File: config.mk
export PLATFORM = sky130hd
export DESIGN_NAME = mux4
export DESIGN_NICKNAME = d
export VERILOG_FILES = /design/src/rtl/mux4.sv
export SDC_FILE = /design/constraint.sdc
export NUM_CORES = 1
export LEC_CHECK = 0
export BUFFER_PORTS_ARGS = -buffer_cell sky130_fd_sc_hd__buf_2
export CAP_MARGIN = 20
export CORE_UTILIZATION = 40
export CTS_BUF_LIST = sky130_fd_sc_hd__clkbuf_2 sky130_fd_sc_hd__clkbuf_4 sky130_fd_sc_hd__clkbuf_8
export CTS_CLUSTER_SIZE = 30
export DETAILED_ROUTE_END_ITERATION = 7
export GPL_ROUTABILITY_DRIVEN = 0
export GPL_TIMING_DRIVEN = 0
export PLACE_DENSITY = 0.82
export SLEW_MARGIN = 20
export SYNTH_ARGS = -nofsm -noshare
export SYNTH_HDL_FRONTEND = slang
export SYNTH_SLANG_ARGS = --single-unit
File: constraint.sdc
create_clock -name clk -period 1.65 [get_ports clk]
set_input_delay 0.4125 -clock clk [delete_from_list [all_inputs] [get_ports clk]]
set_output_delay 0.4125 -clock clk [all_outputs]
set_load 0.01 [all_outputs]
File: src/rtl/mux4.sv
// Four-way data selector with a combinational output and an enabled, registered copy.
// Define MUX4_PARITY_EN to add the y_par output (even parity of y_q).
module mux4 #(
  parameter int unsigned WIDTH = 32
) (
  input  logic             clk,
  input  logic             rst_n,
  input  logic [WIDTH-1:0] d0,
  input  logic [WIDTH-1:0] d1,
  input  logic [WIDTH-1:0] d2,
  input  logic [WIDTH-1:0] d3,
  input  logic [1:0]       s,
  input  logic             en,
  output logic [WIDTH-1:0] y,
  output logic [WIDTH-1:0] y_q,
  output logic [1:0]       s_q,
  output logic             vld_q
`ifdef MUX4_PARITY_EN
  ,
  output logic             y_par
`endif
);

  logic [WIDTH-1:0] w_y;
  logic [WIDTH-1:0] r_y_q;
  logic [1:0]       r_s_q;
  logic             r_vld_q;

  // Unknown select values fall through to the default and drive zero.
  always_comb begin
    w_y = '0;
    case (s)
      2'b00:   w_y = d0;
      2'b01:   w_y = d1;
      2'b10:   w_y = d2;
      2'b11:   w_y = d3;
      default: w_y = '0;
    endcase
  end

  // Synchronous reset wins over the load enable.
  always_ff @(posedge clk) begin
    if (!rst_n) begin
      r_y_q   <= '0;
      r_s_q   <= 2'b00;
      r_vld_q <= 1'b0;
    end else if (en) begin
      r_y_q   <= w_y;
      r_s_q   <= s;
      r_vld_q <= 1'b1;
    end
  end

`ifdef MUX4_PARITY_EN
  logic r_par;

  always_ff @(posedge clk) begin
    if (!rst_n) begin
      r_par <= 1'b0;
    end else if (en) begin
      r_par <= ^w_y;
    end
  end

  assign y_par = r_par;
`endif

  assign y     = w_y;
  assign y_q   = r_y_q;
  assign s_q   = r_s_q;
  assign vld_q = r_vld_q;

endmodule

==> results of run 1 <==
[power by group]
group | switching [mW] | internal [mW] | leakage, nW
clock | 0.305 | 0.398 | 0.0549
combinational | 0.448 | 0.502 | 1.68
sequential | 0.0325 | 0.911 | 0.289
[worst max-delay path, delay by kind of cell]
kind | cells | cell delay [ns]
multiplexers | 2 | 0.36
buffers and inverters | 3 | 0.46
[registers in the layout, indices dropped and copies added, names as in the netlist]
name   count
y_q       32
s_q        2
vld_q      1
[path summary, 6_finish.rpt]
path,endpoint,cells past startpoint
worst min register to register,vld_q,1
worst max-delay path,y[29],5
worst min-delay path,y_q[18],3
worst max register to register,y_q[17],2
[per-stage QoR]
| step | power, mW | utilization (%) |
|---|---|---|
| finish | 2.596 | 68.35 |
| detailed placement | 1.766 | 59.55 |
| floorplan | 1.399 | - |
| global placement | 1.744 | 59.55 |
| global route | 2.716 | 68.35 |
| CTS | 2.544 | 64.58 |
[per-layer routing]
metal	part of all wire (%)	routed length (um)	up-vias	GRT usage [%]
met5	0	0	-	0
met4	1.5	127	0	5.714
met3	7.0	578	15	4.457
met2	54	4487	136	49.49
met1	37	3041	1246	22.79
li1	-	-	1320	-
[cells by family after synthesis]
kind of cell           count (synthesis)
muxes                                 98
and+or+nand+nor                       36
DFF                                   35
AOI/OAI and AO/OA                     33
buffers and inverters                 25
[timing repair]
action,4_1_cts,5_1_grt
endpoints found under the setup margin,32,30
endpoints found under the hold margin,0,0
setup buffers,0,4
gates resized for setup,36,21
cloned,1,3
[cells in the final DEF, fill, tap and decap left out, drive strengths merged]
| cell type | instances |
|---|---|
| o221ai | 32 |
| o21a | 1 |
| dfxtp | 35 |
| clkbuf | 17 |
| buf | 219 |
| nand3 | 1 |
| nor2b | 2 |
| mux2i | 98 |
| nand3b | 33 |
[cell type report]
class,count,area (um2)
plain buffers,25,255.2
clock buffers,8,103.9
fillers,475,1863
multi-input cells,167,1748
flip-flops and latches,35,700.7
well taps,75,93.84
repair buffers,203,1121
==> reports/results.txt, run 1 <==
Status = complete, no violations
Post-Synth Simple-Gate Area = 11.41%
Arrival time at the worst endpoint = 1.23 ns
Routed Antenna Nets = 0
Starting density of the core = 41.37%
Hold slack = 0.4489 ns
Worst setup SP type = input port
DR pass1 iterations = 4
Largest area contributor in the netlist = mux2i_1
Clock Skew = 0 ns
IO Count = 200
CTS tree = yes
Setup CP Type = in -> out
Final hold vios = 0
CP required = 1.24 ns
Net Count, Synth = 360
WL per Instance = 16.05 um
Post-DP HPWL = 6044 um
Worst skew pair latency = 0.28 ns
CP Cell Sequence = clkbuf_16 -> clkbuf_16 -> mux2i_2 -> mux2i_1 -> buf_2
First-pass GRT wire length = 11760 um
Cell Area, Synth = 0.002435 mm2
VDD IR-drop max = 370.5 uV
CTS Hold Bufs = 0
Vias in the first global route = 2649
Clock transition at the registers of the reported paths = 0.07 ns
Ys flop type = dfxtp_1
Initial antenna violation count = 0
Core Rows = 28
Post-synthesis sequential area ratio = 28.78%
Root Driver = clkbuf_8
CORE AREA = 0.005886 mm2
Synth Instances = 227
Crit path from = s[0]
Crit path time final = 1.647 ns
Dpl ws = -0.1671 ns
Largest family of logic cells by synthesized area = multiplexers
Post-synth EDFFs = 0
Die Ht = 80.02 um
H-tree depth = 2
Overflow after GRT = 0
Dpl cell area = 0.003505 mm2
Inst Count DP = 497
Share of Yosys cell area claimed by the top area cell type = 40.29%
Post-synthesis compound-gate area fraction = 11.82%
Routed WL = 8235 um
Synth top area cells = mux2i_1, dfxtp_1, o221ai_1, nand3b_1, buf_2
Avg Cell Area, Syn = 10.73 um2
Die Span X = 80.02 um
Total clock sinks = 35
Largest net degree at the start of global routing = 12
# diodes = 0
Max-slew headroom = 69.41%
Layout cells sized above 1 = 59.13%
YS warnings = 0
CP max stage delay = 0.25 ns
Post-Layout Cell Count = 513
Most common cell in the synthesized netlist = mux2i_1
Via Count = 2717
Post-synthesis adder-cell area fraction = 0%
Synth cell types = 15
Die area = 0.006403 mm2
Max_cap viols = 0
Post-synthesis mux area share = 40.29%
PortBufs = 195
Hold crit path type = in -> reg
R2r setup slk = 0.98 ns
Asr flop ratio synth = 0%
Fin crit share = 99.84%
Leakage = 2.023 nW
Worst-Margin Slew = 0.4588 ns
RSZ-0062 raised after global routing = yes
Most used cell, CP = clkbuf_16
Post-layout nets = 570
Inserted Clock Buffers = 5
Setup ws final = 0.002645 ns
Crit path max fanout = 5
Critical Path End Type = output port
Final TNS setup = 0 ns
Synth cell count leaders = mux2i_1, dfxtp_1, nand3b_1, o221ai_1, buf_2
Synth Area in XOR/XNOR = 0%
CP max-delay cell = mux2i_2
Clock Path Buffers = 2
Power per cell area = 645.3 mW/mm2
Max Slew Vio Count = 0
Final instance area = 0.004023 mm2
Area delta synth->final = 65.21%
DR iter-0 viols = 53
Reg2Reg Launch Point = y_q[17]
GRT Overall Usage = 23.54%
Min-delay src = d2[18]
# DRC = 0
F_max = 0.6070 GHz
Setup violators final = 0
#FFs+latches synth = 35
Post-DR vias/cell = 5.296
No activity file was read; power rests on OpenSTA's default activity.
==> run 2, diff against run 1 <==
- MAX_ROUTING_LAYER: unset -> met4
==> run 2 against run 1 <==
  * The run now ends with negative setup slack left
  * Non-clock buffer count fell by 1
  * Register-to-register slack barely moved
  * Global-route usage up 0.64 points
  * Sequential power barely moved
  * Clock-buffer cell count did not move
  * Total power about the same
  * Largest power group unchanged
  * Highest routed layer unchanged
==> reports/results.txt, run 2 (same netlist as run 1, synthesis figures left out) <==
# DRC = 0 (unchanged)
CP required = 1.24 ns (about the same)
Setup CP Type = in -> out
R2r setup slk = 0.98 ns (about the same)
Max_cap viols = 0 (unchanged)
Die Ht = 80.02 um (unchanged)
Largest net degree at the start of global routing = 12 (unchanged)
Inst Count DP = 497 (unchanged)
CP max stage delay = 0.19 ns (-0.06 ns)
WL per Instance = 15.87 um (-1.2%)
DR iter-0 viols = 51 (-3.8%)
Dpl ws = -0.1671 ns (unchanged)
IO Count = 200 (unchanged)
Crit path max fanout = 10 (+5)
Power per cell area = 643.2 mW/mm2 (-0.33%)
Hold crit path type = in -> reg
Overflow after GRT = 0 (unchanged)
Setup ws final = -0.009137 ns (-0.01178 ns)
Reg area = 700.7 um2 (unchanged)
Post-DR vias/cell = 5.266 (-0.58%)
Post-DP HPWL = 6044 um (unchanged)
Core Rows = 28 (unchanged)
Fin crit share = 100.6% (+0.71 points)
Max reg flops = 32 (unchanged)
H-tree depth = 2 (unchanged)
F_max = 0.6027 GHz (-0.71%)
Initial antenna violation count = 0 (unchanged)
CTS tree = yes
CP max-delay cell = mux2i_4
Multi-input logic area = 0.001785 mm2 (+2.1%)
Failing checks = negative setup slack
Post-Layout Cell Count = 512 (-0.19%)
Commonest non-fill, non-tap cell in the layout = buf_2
Dpl cell area = 0.003505 mm2 (unchanged)
Worst skew pair latency = 0.28 ns (about the same)
First-pass GRT wire length = 11760 um (unchanged)
Layout cells sized above 1 = 59.73% (+0.59 points)
CORE AREA = 0.005886 mm2 (unchanged)
Max Slew Vio Count = 0 (unchanged)
Routed WL = 8123 um (-1.4%)
Worst-Margin Slew = 0.4565 ns (-0.002366 ns)
Area delta synth->final = 65.72%
Worst path bufs/invs = 3 (unchanged)
Routed Antenna Nets = 0 (unchanged)
Die area = 0.006403 mm2 (unchanged)
Fin util = 68.56% (+0.21 points)
Vias in the first global route = 2645 (-0.15%)
Clock Path Buffers = 2 (unchanged)
Status = finished, violations left
Max-slew headroom = 69.57% (+0.16 points)
Most frequent cells in the layout = buf_2, mux2i_1, dfxtp_1
Inserted Clock Buffers = 5 (unchanged)
Final hold vios = 0 (unchanged)
VDD IR-drop max = 368.2 uV (-0.64%)
Post-layout nets = 569 (-0.18%)
GRT Overall Usage = 24.18% (+0.64 points)
Arrival time at the worst endpoint = 1.25 ns (+0.02 ns)
CP Cell Sequence = buf_16 -> buf_12 -> mux2i_4 -> mux2i_1 -> buf_2
PortBufs = 195 (unchanged)
Final instance area = 0.004035 mm2 (+0.31%)
Clock transition at the registers of the reported paths = 0.07 ns (about the same)
Fillers = 474 (-0.21%)
RSZ-0062 raised after global routing = yes
Setup violators final = 1 (+1)
Leakage = 2.009 nW (-0.70%)
Root Driver = clkbuf_8
Via Count = 2696 (-0.77%)
Die Span X = 80.02 um (unchanged)
Total clock sinks = 35 (unchanged)
Clock Skew = 0 ns (unchanged)
Crit path time final = 1.659 ns (+0.01178 ns)
Critical Path End Type = output port
DR pass1 iterations = 4 (unchanged)
Critical path's top delay family = buffers and inverters
Total power = 2.595 mW (about the same)
Hold slack = 0.4488 ns (-0.00007800 ns)
# diodes = 0 (unchanged)
Worst setup SP type = input port
Starting density of the core = 41.37% (unchanged)
Final TNS setup = -0.009137 ns (-0.009137 ns)
run 2: cell types whose count changed in the layout (fill, tap and decap cells not counted), sizes merged:
cell / delta
clkbuf: -1
run 2: timing repair:
item	CTS	global route
gates cloned	1	2
setup endpoints to repair	32	30
gates resized for setup	36	27
pin swaps	0	0
hold buffers	0	0
buffers inserted	0	4
run 2: worst paths after layout:
| path | cells past startpoint | endpoint | from |
|---|---|---|---|
| min reg2reg | 1 | vld_q | vld_q |
| min | 3 | y_q[18] | d3[18] |
| max | 5 | y[2] | s[0] |
| max reg2reg | 2 | y_q[17] | y_q[17] |
run 2: power breakdown:
group,internal (mW),switching (mW),total (mW)
Clock,0.398,0.299,0.696
Sequential,0.911,0.0325,0.944
Combinational,0.505,0.450,0.955
Total,1.81,0.782,2.60
run 2: worst register-to-register path, cell delays in order (launching register included):
cell      delay, ns
dfxtp_1        0.32
nand3b_1       0.09
o221ai_1       0.13
run 2: cell type report:
class                      count  share of cell area, %
tap                           75                  2.326
multi-input combinational    167                  44.25
timing repair buffer         202                  27.16
clock buffer                   8                  2.574
sequential                    35                  17.36
buffer                        25                  6.326
run 2: layer usage:
layer	global-route usage [%]	vias up	wire length [um]
met5	-	-	0
met4	5.714	0	87
met3	4.000	11	497
met2	49.49	122	4490
met1	23.07	1243	3047
li1	-	1320	-
